`config.mk`:
```
export PLATFORM = sky130hd
export DESIGN_NAME = instr_prefetch
export DESIGN_NICKNAME = d
export VERILOG_FILES = /design/src/rtl/mips_fetch_pkg.sv /design/src/rtl/fetch_fifo.sv /design/src/rtl/instr_prefetch.sv
export SDC_FILE = /design/constraint.sdc
export NUM_CORES = 1
export LEC_CHECK = 0
export CAP_MARGIN = 10
export CORE_ASPECT_RATIO = 1.75
export CORE_MARGIN = 8
export CORE_UTILIZATION = 60
export CTS_CLUSTER_DIAMETER = 50
export CTS_CLUSTER_SIZE = 14
export DETAILED_ROUTE_END_ITERATION = 10
export PLACE_DENSITY = 0.85
export SKIP_CTS_REPAIR_TIMING = 1
export SLEW_MARGIN = 15
export SYNTH_ARGS = -nofsm -noshare
export SYNTH_HDL_FRONTEND = slang
export SYNTH_SLANG_ARGS = --single-unit
```
`constraint.sdc`:
```
create_clock -name clk -period 7.6 [get_ports clk]
set_clock_uncertainty 0.2 [all_clocks]
set_input_delay 1.14 -clock clk [delete_from_list [all_inputs] [get_ports clk]]
set_output_delay 1.14 -clock clk [all_outputs]
set_load 0.05 [all_outputs]
```
`src/rtl/mips_fetch_pkg.sv`:
```
// Shared types and constants for the instruction prefetch front end.
// Consumed by fetch_fifo and instr_prefetch.
package mips_fetch_pkg;

    typedef enum logic [1:0] {
        ST_IDLE    = 2'd0,
        ST_WAIT    = 2'd1,
        ST_DISCARD = 2'd2
    } fetch_state_e;

    localparam logic [31:0] RESET_PC_DEFAULT = 32'h0000_0000;
    localparam logic [31:0] PC_INCR          = 32'd4;
    localparam int          ENTRY_W          = 64;

    function automatic logic [31:0] word_align(input logic [31:0] addr);
        return addr & ~32'h0000_0003;
    endfunction

endpackage

```
`src/rtl/fetch_fifo.sv`:
```
// Small FIFO of {pc, instr} entries for the prefetch buffer.
// Pointers are DEPTH-wrapping; head is read straight from the storage array.
module fetch_fifo
    import mips_fetch_pkg::*;
#(
    parameter int DEPTH = 4
) (
    input  logic                     clk,
    input  logic                     rst,
    input  logic                     push,
    input  logic [ENTRY_W-1:0]       push_data,
    input  logic                     pop,
    input  logic                     flush,
    output logic [$clog2(DEPTH):0]   count,
    output logic [ENTRY_W-1:0]       head_data
);

    localparam int PTR_W = $clog2(DEPTH);
    localparam int CNT_W = PTR_W + 1;

    logic [PTR_W-1:0]   wr_ptr_q, wr_ptr_d;
    logic [PTR_W-1:0]   rd_ptr_q, rd_ptr_d;
    logic [CNT_W-1:0]   count_q, count_d;
    logic [ENTRY_W-1:0] mem_q [DEPTH];
    logic [ENTRY_W-1:0] mem_d [DEPTH];

    always_comb begin
        mem_d    = mem_q;
        wr_ptr_d = wr_ptr_q;
        rd_ptr_d = rd_ptr_q;
        count_d  = count_q;
        if (flush) begin
            wr_ptr_d = '0;
            rd_ptr_d = '0;
            count_d  = '0;
        end else begin
            if (push) begin
                mem_d[wr_ptr_q] = push_data;
                wr_ptr_d        = wr_ptr_q + PTR_W'(1);
            end
            if (pop) begin
                rd_ptr_d = rd_ptr_q + PTR_W'(1);
            end
            case ({push, pop})
                2'b10:   count_d = count_q + CNT_W'(1);
                2'b01:   count_d = count_q - CNT_W'(1);
                default: count_d = count_q;
            endcase
        end
    end

    // Storage is reset too so the head reads as zero out of reset.
    always_ff @(posedge clk or negedge rst) begin
        if (!rst) begin
            wr_ptr_q <= '0;
            rd_ptr_q <= '0;
            count_q  <= '0;
            for (int i = 0; i < DEPTH; i++) begin
                mem_q[i] <= '0;
            end
        end else begin
            wr_ptr_q <= wr_ptr_d;
            rd_ptr_q <= rd_ptr_d;
            count_q  <= count_d;
            mem_q    <= mem_d;
        end
    end

    assign count     = count_q;
    assign head_data = mem_q[rd_ptr_q];

endmodule

```
`src/rtl/instr_prefetch.sv`:
```
// Fetch front end: owns fetch PC, issues imem reads, buffers words for decode.
// Optional PREFETCH_BYPASS_EN forwards an ack straight to decode when the buffer is empty.
//
// state      | meaning
// IDLE       | no request outstanding; launches one when the buffer has room
// WAIT       | request outstanding, returned word will be kept
// DISCARD    | request outstanding but redirected away; returned word is dropped
module instr_prefetch
    import mips_fetch_pkg::*;
#(
    parameter int          DEPTH    = 4,
    parameter logic [31:0] RESET_PC = RESET_PC_DEFAULT
) (
    input  logic        clk,
    input  logic        rst,
    output logic        imem_req,
    output logic [31:0] imem_addr,
    input  logic        imem_ack,
    input  logic [31:0] imem_rdata,
    input  logic        redirect_valid,
    input  logic [31:0] redirect_pc,
    output logic        instr_valid,
    output logic [31:0] instr,
    output logic [31:0] instr_pc,
    input  logic        instr_ready
);

    localparam int CNT_W = $clog2(DEPTH) + 1;

    fetch_state_e        state_q, state_d;
    logic [31:0]         fetch_pc_q, fetch_pc_d;
    logic [31:0]         addr_q, addr_d;
    logic [31:0]         redirect_tgt;
    logic [CNT_W-1:0]    fifo_count;
    logic [ENTRY_W-1:0]  fifo_head;
    logic                fifo_valid;
    logic                has_space;
    logic                push_req;
    logic                fifo_push;
    logic                fifo_pop;
    logic                bypass_hit;

    assign redirect_tgt = word_align(redirect_pc);
    assign fifo_valid   = (fifo_count != '0);
    // No request is in flight from IDLE, so the raw count is the full credit check.
    assign has_space    = (fifo_count < CNT_W'(DEPTH));

    always_comb begin
        state_d    = state_q;
        fetch_pc_d = fetch_pc_q;
        addr_d     = addr_q;
        push_req   = 1'b0;
        case (state_q)
            ST_IDLE: begin
                if (redirect_valid) begin
                    fetch_pc_d = redirect_tgt;
                end else if (has_space) begin
                    state_d = ST_WAIT;
                    addr_d  = fetch_pc_q;
                end
            end
            ST_WAIT: begin
                if (redirect_valid) begin
                    fetch_pc_d = redirect_tgt;
                    state_d    = imem_ack ? ST_IDLE : ST_DISCARD;
                end else if (imem_ack) begin
                    push_req   = 1'b1;
                    fetch_pc_d = fetch_pc_q + PC_INCR;
                    state_d    = ST_IDLE;
                end
            end
            ST_DISCARD: begin
                if (redirect_valid) begin
                    fetch_pc_d = redirect_tgt;
                end
                // The ack retires the stale request even if a new redirect lands with it.
                if (imem_ack) begin
                    state_d = ST_IDLE;
                end
            end
            default: state_d = ST_IDLE;
        endcase
    end

    always_ff @(posedge clk or negedge rst) begin
        if (!rst) begin
            state_q    <= ST_IDLE;
            fetch_pc_q <= RESET_PC;
            addr_q     <= RESET_PC;
        end else begin
            state_q    <= state_d;
            fetch_pc_q <= fetch_pc_d;
            addr_q     <= addr_d;
        end
    end

    assign imem_req  = (state_q != ST_IDLE);
    assign imem_addr = addr_q;

`ifdef PREFETCH_BYPASS_EN
    assign bypass_hit  = (state_q == ST_WAIT) && imem_ack && !redirect_valid && !fifo_valid;
    assign instr_valid = fifo_valid || bypass_hit;
    assign instr       = bypass_hit ? imem_rdata : fifo_head[31:0];
    assign instr_pc    = bypass_hit ? addr_q : fifo_head[63:32];
`else
    assign bypass_hit  = 1'b0;
    assign instr_valid = fifo_valid;
    assign instr       = fifo_head[31:0];
    assign instr_pc    = fifo_head[63:32];
`endif

    assign fifo_push = push_req && !(bypass_hit && instr_ready);
    assign fifo_pop  = fifo_valid && instr_ready && !redirect_valid;

    fetch_fifo #(
        .DEPTH (DEPTH)
    ) u_fifo (
        .clk       (clk),
        .rst       (rst),
        .push      (fifo_push),
        .push_data ({addr_q, imem_rdata}),
        .pop       (fifo_pop),
        .flush     (redirect_valid),
        .count     (fifo_count),
        .head_data (fifo_head)
    );

endmodule

```
==> impl_results.md, run 1 <==
- Initial core utilization: 60.8%
- Post-synth EDFFs: 0
- Crit path cell chain: buf_4, mux4_2, clkdlybuf4s50_1
- Post-DP HPWL: 19.3 mm
- Final setup vio count: 0
- CP Data Required Time: 6.26 ns
- Final hold vios: 0
- TritonCTS Sinks: 317
- Outcome: complete, no violations
- CP arrival: 3.48 ns
- Worst VDD drop: 0.000292 V
- CP peak stage delay: 0.97 ns
- FMAX: 207 MHz
- Root buffer cell: clkbuf_16
- Final core utilization: 71.7%
- MaxCap Viol Count: 0
- DR iter-0 viols: 485
- Placed Area: 16,000 sq um
- Row count: 74
- DR vias: 8,516
- DR WL/cell: 21.9 um
- Unrepaired setup endpoints after global routing: false
- Min Hold Slack: 0.289 ns
- Yosys cell types: 56
- Final period util: 63.5%
- CTS H-tree depth: 1
- HP Class: flip-flop to flip-flop
- Vias/cell: 6.14
- First-pass GRT wire length: 49.7 mm
- Sequential cell area fraction in the yosys report: 56.1%
- Die X: 132 um
- Yosys top cell by area: dfrtp_1
- Maximum fanout along the worst path: 39
- Synthesis-to-finish area growth: 17.9%
- Pwr per Cell Area: 439 nW/um^2
- Antenna diodes: 0
- Post-Route Setup TNS: 0 ns
- CTS buffer count: 26
- GP Congestion: 0.919
- Most common cell after layout, fill and taps aside: dfrtp_1
- Worst slew pin tran: 1.03 ns
- Io pins: 167
- Initial antenna violation count: 0
- Crit path time final: 4.82 ns
- Post-route cell area: 16,700 sq um
- Filler Cell Count: 1,551
- GR Overflow Total: 0
- Post-synth top area share: 56.1%
- Antenna-violating nets left: 0
- Vert. Die Dim: 219 um
- Core box area: 23,200 sq um
- Layout cells sized above 1: 28.0%
- Yosys warning count: 0
- Gate Count Post-Synth: 946
- Slew headroom: 31.3%
- Fin cells: 1,388
- Clock Pin Slew Worst Setup and Hold Paths: 0.07 ns
- Critical Path End Type: output pin
- LEAKAGE: 0.00742 uW
- Yosys reg bits: 317
- Cells taking the most area after synthesis: dfrtp_1 (56%), mux2_2 (15%), mux4_2 (9.9%), mux2_1 (7.5%), buf_2 (1.3%)
- Port Buf Inserts: 160
- Worst-Skew Late Latency: 0.53 ns
- Final wirelength: 30.4 mm
- Async S/R FF share, synth: 100%
- Crit path launch type: flip-flop
- Drt drc: 0
- Max-slew violations: 0
- Largest net degree at the start of global routing: 176
- DP Cell Count: 1,358
- Mean post-synth cell area: 14.9 sq um
- Vias in the first global route: 9,412
- Crit Path Class: flip-flop to output pin
- Most frequent cells in the layout: dfrtp_1 (315), mux2_2 (185), clkdlybuf4s50_1 (159), mux2_1 (94), mux4_2 (62)
- Net count, final: 1,157
- Mapped cell area: 14,100 sq um
- Synth Flop Type: dfrtp_1
- Slowest cell on crit path: dfrtp_4
- CTS tree: built
- Die area: 28,900 sq um
- Number of iterations in the first detailed-routing pass: 4
- Max Root-Sink Buffers: 3
- Overall Global Routing Usage: 21.3%
sequential cells by signal, indices dropped and copies added, names as in the netlist:
signal           cells
u_fifo.mem_q       248
fetch_pc_q          30
imem_addr           30
u_fifo.count         3
state_q              2
u_fifo.rd_ptr_q      2
u_fifo.wr_ptr_q      2
power by group:
| group | total (uW) | internal (uW) | leakage, uW | switching (uW) |
|---|---|---|---|---|
| sequential | 2730 | 2230 | 0.00407 | 506 |
| combinational | 3400 | 1430 | 0.00300 | 1960 |
| clock | 1190 | 637 | 0.000345 | 554 |
synthesized netlist by cell type (7+ instances only):
master,count
dfrtp_1,317
mux2_2,185
mux2_1,94
mux4_2,62
buf_2,37
nand2_1,33
a21oi_1,32
nor2_1,21
clkbuf_1,17
nand3_1,15
o21ai_0,13
o22ai_1,11
nor3_1,9
a2bb2oi_1,7
worst paths after layout:
check	end	cells after the start	slack [ns]	startpoint
worst max-delay path	instr_pc[14]	3	2.78	u_fifo.rd_ptr_q[0]
worst min-delay path	u_fifo.mem_q[138]	1	0.29	u_fifo.mem_q[138]
worst max register to register	u_fifo.count[2]	7	4.90	u_fifo.count[2]
worst min register to register	u_fifo.mem_q[138]	1	0.29	u_fifo.mem_q[138]
max in group asynchronous	u_fifo.mem_q[148]	2	5.51	rst
min in group asynchronous	imem_addr[26]	1	0.36	rst
through the flow:
stage               power (uW)  setup slack, ns
finish                    7320             2.78
global route              7670             2.55
CTS                       7400             2.67
detailed placement        6180             3.25
global placement          6080             3.23
floorplan                 5030             4.27
layout make-up:
cell class	count	area [sq um]	share of cell area [%]
Sequential cell	317	7940	47.6
Multi-Input combinational cell	561	5940	35.6
Timing Repair Buffer	169	1690	10.1
Clock buffer	29	693	4.16
Tap cell	304	380	2.28
Inverter	7	26.3	0.158
Clock inverter	1	5.00	0.0300
logic make-up (layout without fill, tap and decap cells):
group           Yosys count  count (layout)  synth area share [%]
mux                     343             343                  32.2
other cells               1               4                0.0265
simple gates            108             108                  4.10
buf+inv                  71             206                  2.32
compound gates           95              95                  4.30
flops                   317             317                  56.1
xor+xnor                  5               5                 0.310
fa+ha+maj                 6               6                 0.584
critical path: cells and delay by family (launching register included):
family / cells / cell delay (ns)
DFF: 1 / 0.97
buffers and inverters: 2 / 1.34
muxes: 1 / 0.63
metal layers:
| layer | global-route usage (%) | part of all wire, % | vias to the layer above |
|---|---|---|---|
| li1 | - | - | 3773 |
| met1 | 25.4 | 39 | 4463 |
| met2 | 38.3 | 54 | 229 |
| met3 | 3.16 | 4.4 | 51 |
| met4 | 7.66 | 2.8 | 0 |
| met5 | 0 | 0 | - |
(Power assumes the default switching activity.)
==> run 2: changes to the inputs <==
--- a/config.mk
+++ b/config.mk
@@ -8,11 +8,11 @@
 export CAP_MARGIN = 10
 export CORE_ASPECT_RATIO = 1.75
 export CORE_MARGIN = 8
-export CORE_UTILIZATION = 60
+export CORE_UTILIZATION = 51
 export CTS_CLUSTER_DIAMETER = 50
 export CTS_CLUSTER_SIZE = 14
 export DETAILED_ROUTE_END_ITERATION = 10
-export PLACE_DENSITY = 0.85
+export PLACE_DENSITY = 0.77
 export SKIP_CTS_REPAIR_TIMING = 1
 export SLEW_MARGIN = 15
 export SYNTH_ARGS = -nofsm -noshare
==> constraint.sdc (replaced) <==
create_clock -name clk -period 4.2 [get_ports clk]
set_clock_uncertainty 0.2 [all_clocks]
set_input_delay 0.63 -clock clk [delete_from_list [all_inputs] [get_ports clk]]
set_output_delay 0.63 -clock clk [all_outputs]
set_load 0.05 [all_outputs]
==> run 2 against run 1 <==
Compared with the run above:
- first-iteration DRC count decreased by 20%
- via count barely moved
- combinational power grew 84%
- wire length rose by 1.0%
- critical path depth unchanged
- cell count rose by 5.8%
- worst setup slack lost 2.2 ns
- clock power rose by 85%
- sequential share of layout area is 0.77 points lower
- non-clock buffer count grew 13
- count of clock-buffer cells in the layout is 1 higher
- cell area rose by 1.6%
- critical endpoint is now instr[0]
- largest cell class unchanged
==> impl_results.md, run 2 (synthesis gave the netlist of run 1 again) <==
- Final hold vios: 0 (unchanged)
- FMAX: 279 MHz
- Vert. Die Dim: 236 um (was 219 um)
- Most common cell after layout, fill and taps aside: dfrtp_1 (unchanged)
- Post-route cell area: 16,900 sq um (was 16,700 sq um)
- Most frequent cells in the layout: dfrtp_1 (315), mux2_2 (185), clkdlybuf4s50_1 (159), mux2_1 (94), mux4_2 (62) (unchanged)
- GR Overflow Total: 0 (unchanged)
- Switching Share: 41.2% (was 41.3%)
- Critical Path End Type: output pin (unchanged)
- Die area: 33,500 sq um (was 28,900 sq um)
- Post-Route Setup TNS: 0 ns (unchanged)
- Crit path time final: 3.59 ns
- Worst R2R Start: state_q[1] (was u_fifo.count[2])
- Final period util: 85.5%
- Met3 usage in global routing: 2.37% (was 3.16%)
- Layout cells sized above 1: 28.8% (was 28.0%)
- Antenna diodes: 0 (unchanged)
- GP Congestion: 0.919 (unchanged)
- DR iter-0 viols: 388 (was 485)
- Top Usage Layer GRT: met2 (unchanged)
- Slew headroom: 34.6% (was 31.3%)
- Fin cells: 1,469 (was 1,388)
- Clock power frac: 16.5% (was 16.3%)
- Synthesis-to-finish area growth: 19.9% (was 17.9%)
- Row count: 80 (was 74)
- CTS H-tree depth: 1 (unchanged)
- Unrepaired setup endpoints after global routing: false (unchanged)
- Placed Area: 16,200 sq um (was 16,000 sq um)
- Antenna-violating nets left: 0 (unchanged)
- Met1 Use GR: 23.0% (was 25.4%)
- Io pins: 167 (unchanged)
- Worst-Skew Late Latency: 0.54 ns (was 0.53 ns)
- Port Buf Inserts: 160 (unchanged)
- Reg2Reg Setup Slack: 1.71 ns (was 4.90 ns)
- GR Util met2: 33.9% (was 38.3%)
- Largest net degree at the start of global routing: 96 (was 176)
- Vias/cell: 5.79 (was 6.14)
- TritonCTS Sinks: 317 (unchanged)
- MaxCap Viol Count: 0 (unchanged)
- CP Data Required Time: 3.37 ns (was 6.26 ns)
- Comb power frac: 47.0% (was 46.4%)
- Int Power: 7830 uW (was 4300 uW)
- Reg-to-reg endpoint: u_fifo.mem_q[156] (was u_fifo.count[2])
- LEAKAGE: 0.00751 uW (was 0.00742 uW)
- Initial antenna violation count: 0 (unchanged)
- HP Class: flip-flop to flip-flop (unchanged)
- Net count, final: 1,171 (was 1,157)
- Crit path launch type: flip-flop (unchanged)
- DP Cell Count: 1,435 (was 1,358)
- Worst reg2reg path depth: 5 (was 7)
- Drt drc: 0 (unchanged)
- Maximum fanout along the worst path: 22 (was 39)
- Outcome: complete, no violations (unchanged)
- CTS buffer count: 27 (was 26)
- Reg with most FFs: u_fifo.mem_q (unchanged)
- Post-DP HPWL: 20.1 mm (was 19.3 mm)
- DR WL/cell: 20.9 um (was 21.9 um)
- Filler Cell Count: 2,153 (was 1,551)
- Largest register FFs: 248 (unchanged)
- First-pass GRT wire length: 50.5 mm (was 49.7 mm)
- CTS tree: built (unchanged)
- Worst slew pin tran: 0.981 ns (was 1.03 ns)
- Switching Power: 5480 uW (was 3020 uW)
- Worst VDD drop: 0.000424 V (was 0.000292 V)
- Final wirelength: 30.7 mm (was 30.4 mm)
- Initial core utilization: 51.9% (was 60.8%)
- Core box area: 27,200 sq um (was 23,200 sq um)
- Root buffer cell: clkbuf_16 (unchanged)
- Number of iterations in the first detailed-routing pass: 4 (unchanged)
- Final setup vio count: 0 (unchanged)
- Crit Path Class: flip-flop to output pin (unchanged)
- CP endpoint: instr[0] (was instr_pc[14])
- Vias in the first global route: 9,288 (was 9,412)
- Max-slew violations: 0 (unchanged)
- DR vias: 8,509 (was 8,516)
- Die X: 142 um (was 132 um)
- Clock Pin Slew Worst Setup and Hold Paths: 0.07 ns (about the same)
- Sequential group share of total power: 36.5% (was 37.3%)
- CP arrival: 2.76 ns (was 3.48 ns)
- Min Hold Slack: 0.286 ns (was 0.289 ns)
- CP Launch Point: u_fifo.rd_ptr_q[1] (was u_fifo.rd_ptr_q[0])
- Max Root-Sink Buffers: 3 (unchanged)
- Overall Global Routing Usage: 18.9% (was 21.3%)
- Pwr per Cell Area: 785 nW/um^2 (was 439 nW/um^2)
[run 2: metrics by stage]
| stage | util, % | power [uW] | worst slack (ns) |
|---|---|---|---|
| after floorplan | - | 9110 | 1.38 |
| after global placement | 59.6 | 11100 | 0.967 |
| after detailed placement | 59.6 | 11200 | 0.947 |
| after CTS | 62.2 | 13500 | 0.564 |
| after global routing | 62.2 | 14000 | 0.503 |
| final | 62.2 | 13300 | 0.610 |
[run 2: area by class of cell]
type                    count  area, sq um  share of cell area, %
flip-flops and latches    317         7940                   46.8
multi-input cells         561         5940                   35.1
repair buffers            182         1860                   11.0
clock buffers              30          687                   4.05
well taps                 369          462                   2.72
clock inverters             3         28.8                  0.170
inverters                   7         26.3                  0.155
[run 2: power groups by stage]
stage                     Sequential (uW)  Combinational [uW]  Clock, uW
after floorplan                      5070                4030          0
after global placement               4840                6260          0
after detailed placement             4900                6340          0
after CTS                            4850                6360       2270
after global routing                 5010                6580       2400
final                                4850                6260       2200
[run 2: per-layer routing]
layer / vias up / routed length (um)
li1: 3812 / -
met1: 4439 / 12400
met2: 214 / 16400
met3: 44 / 1290
met4: 0 / 695
met5: - / 0
[run 2: critical path, stage by stage, from the launching register on]
cell and delay, ns:
dfrtp_2 0.76, buf_4 0.37, mux4_2 0.35, clkdlybuf4s50_1 0.72
[run 2: how the worst min path moves through the flow]
stage,start,to,slack (ns),cells past startpoint
2_1_floorplan,rst,fetch_pc_q[10],0.13,0
3_3_place_gp,u_fifo.mem_q[23],u_fifo.mem_q[23],0.27,1
3_5_place_dp,u_fifo.mem_q[71],u_fifo.mem_q[71],0.28,1
4_1_cts,rst,fetch_pc_q[24],-0.13,1
5_1_grt,u_fifo.mem_q[65],u_fifo.mem_q[65],0.30,1
6_report,u_fifo.mem_q[229],u_fifo.mem_q[229],0.29,1
==> run 3: changes to the inputs <==
--- a/config.mk
+++ b/config.mk
@@ -10,7 +10,7 @@
 export CORE_MARGIN = 8
 export CORE_UTILIZATION = 51
 export CTS_CLUSTER_DIAMETER = 50
-export CTS_CLUSTER_SIZE = 14
+export CTS_CLUSTER_SIZE = 10
 export DETAILED_ROUTE_END_ITERATION = 10
 export PLACE_DENSITY = 0.77
 export SKIP_CTS_REPAIR_TIMING = 1
==> run 3 against run 2 <==
Compared with the run above:
- combinational power about the same
- sequential share of layout area down 0.91 points
- cell area up 2.0%
- wire length up 1.3%
- global-route usage up 0.37 points
- critical path type unchanged
- largest cell class unchanged
- largest power group unchanged
==> impl_results.md, run 3 (synthesis gave the netlist of run 1 again) <==
- Outcome: complete, no violations (unchanged)
- Max Root-Sink Buffers: 3 (unchanged)
- Pwr per Cell Area: 809 nW/um^2 (was 785 nW/um^2)
- Vias in the first global route: 9,375 (was 9,288)
- GP Congestion: 0.919 (unchanged)
- Final hold vios: 0 (unchanged)
- Worst path top cell family by delay: buffers and inverters (unchanged)
- Register area: 7940 sq um (unchanged)
- Crit path launch type: flip-flop (unchanged)
- Initial core utilization: 51.9% (unchanged)
- Net count, final: 1,182 (was 1,171)
- GR Overflow Total: 0 (unchanged)
- Die area: 33,500 sq um (unchanged)
- Sequential group share of total power: 34.7% (was 36.5%)
- DR WL/cell: 21.0 um (was 20.9 um)
- Slew headroom: 34.0% (was 34.6%)
- Crit path cell chain: buf_4, mux4_2, clkdlybuf4s50_1 (unchanged)
- Final period util: 85.0% (was 85.5%)
- Largest register FFs: 248 (unchanged)
- CTS tree: built (unchanged)
- Filler Cell Count: 2,094 (was 2,153)
- Vert. Die Dim: 236 um (unchanged)
- Post-Route Setup TNS: 0 ns (unchanged)
- Max-slew violations: 0 (unchanged)
- CTS H-tree depth: 2 (was 1)
- Die X: 142 um (unchanged)
- Io pins: 167 (unchanged)
- Largest net degree at the start of global routing: 96 (unchanged)
- CP Data Required Time: 3.37 ns (about the same)
- Worst-Skew Late Latency: 0.52 ns (was 0.54 ns)
- Antenna-violating nets left: 0 (unchanged)
- Top Usage Layer GRT: met2 (unchanged)
- Most common cell after layout, fill and taps aside: dfrtp_1 (unchanged)
- Overall Global Routing Usage: 19.3% (was 18.9%)
- Most frequent cells in the layout: dfrtp_1 (315), mux2_2 (185), clkdlybuf4s50_1 (159), mux2_1 (94), mux4_2 (62) (unchanged)
- First-pass GRT wire length: 51.2 mm (was 50.5 mm)
- Crit path time final: 3.57 ns (was 3.59 ns)
- HP Class: flip-flop to flip-flop (unchanged)
- CP peak stage delay: 0.77 ns (was 0.76 ns)
- Switching Power: 5590 uW (was 5480 uW)
- LEAKAGE: 0.00768 uW (was 0.00751 uW)
- Worst slew pin tran: 0.991 ns (was 0.981 ns)
- Drt drc: 0 (unchanged)
- Final setup vio count: 0 (unchanged)
- Comb power frac: 44.8% (was 47.0%)
- Clock Pin Slew Worst Setup and Hold Paths: 0.05 ns (was 0.07 ns)
- Root buffer cell: clkbuf_16 (unchanged)
- Worst VDD drop: 0.000493 V (was 0.000424 V)
- Initial antenna violation count: 0 (unchanged)
- Crit Path Class: flip-flop to output pin (unchanged)
- Min Hold Slack: 0.284 ns (was 0.286 ns)
- Number of iterations in the first detailed-routing pass: 4 (unchanged)
- Port Buf Inserts: 160 (unchanged)
- MaxCap Viol Count: 0 (unchanged)
- DR iter-0 viols: 416 (was 388)
- TritonCTS Sinks: 317 (unchanged)
- Row count: 80 (unchanged)
- CP arrival: 2.74 ns (was 2.76 ns)
- Vias/cell: 5.78 (was 5.79)
- Dpl ws: 0.947 ns (unchanged)
- Post-layout worst setup margin: 0.632 ns (was 0.610 ns)
- Met1 Use GR: 23.2% (was 23.0%)
- Antenna diodes: 0 (unchanged)
- Final wirelength: 31.1 mm (was 30.7 mm)
- CP Buf/Inv Count: 2 (unchanged)
- Switching Share: 39.9% (was 41.2%)
- CTS buffer count: 38 (was 27)
- Post-DP HPWL: 20.1 mm (unchanged)
- Reg with most FFs: u_fifo.mem_q (unchanged)
- Area occupied by multi-input gates: 5940 sq um (unchanged)
- Maximum fanout along the worst path: 22 (unchanged)
- Met3 usage in global routing: 3.05% (was 2.37%)
- Critical Path End Type: output pin (unchanged)
- FMAX: 280 MHz (was 279 MHz)
- Unrepaired setup endpoints after global routing: false (unchanged)
- Synthesis-to-finish area growth: 22.3% (was 19.9%)
- Clock power frac: 20.5% (was 16.5%)
- Slowest cell on crit path: dfrtp_2 (unchanged)
- Layout cells sized above 1: 29.7% (was 28.8%)
- Core box area: 27,200 sq um (unchanged)
- DR vias: 8,555 (was 8,509)
- GR Util met2: 34.1% (was 33.9%)
- Int Power: 8400 uW (was 7830 uW)
==> run 3: cell count changes in the layout (fill, tap and decap cells not counted), sizes merged <==
cell    change
clkbuf     +13
inv         -2
clkinv      +1
==> run 3: worst register-to-register path, stage by stage (launching register included) <==
cell      delay, ns
dfrtp_1        0.47
nor4bb_4       0.48
buf_4          0.28
nand2_4        0.05
buf_4          0.39
mux2_1         0.53
==> run 3: final timing paths <==
kind | startpoint | endpoint | slack [ns] | depth (start not counted)
max reg2reg | state_q[1] | u_fifo.mem_q[237] | 1.67 | 5
max in group asynchronous | rst | u_fifo.mem_q[154] | 2.28 | 3
min | u_fifo.mem_q[76] | u_fifo.mem_q[76] | 0.28 | 1
max | u_fifo.rd_ptr_q[1] | instr[0] | 0.63 | 3
min in group asynchronous | rst | u_fifo.mem_q[183] | 0.48 | 2
min reg2reg | u_fifo.mem_q[76] | u_fifo.mem_q[76] | 0.28 | 1
==> run 3: per-stage QoR <==
stage,utilization [%],cell area [sq um],instances,power [uW]
global route,63.5,17300,1481,14700
finish,63.5,17300,1481,14000
detailed placement,59.6,16200,1435,11200
floorplan,-,14100,949,9110
global placement,59.6,16200,1435,11100
CTS,63.4,17300,1480,14200
==> run 3: power by group through the flow <==
stage | Sequential, uW | Clock (uW) | Combinational [uW]
6_report | 4860 | 2860 | 6270
3_3_place_gp | 4840 | 0 | 6260
5_1_grt | 5020 | 3080 | 6580
3_5_place_dp | 4900 | 0 | 6340
4_1_cts | 4860 | 2950 | 6360
2_1_floorplan | 5070 | 0 | 4030
==> run 3: final cells by class <==
cell class,count,share of cell area (%)
Multi-Input combinational cell,561,34.4
Inverter,7,0.152
Clock buffer,43,5.98
Tap cell,369,2.67
Timing Repair Buffer,182,10.8
Clock inverter,2,0.101
Sequential cell,317,45.9
==> run 3: layer usage <==
metal  wire length [um]  vias to the layer above
li1                   -                     3826
met1              12500                     4487
met2              16500                      186
met3               1250                       56
met4                867                        0
met5                  0                        -
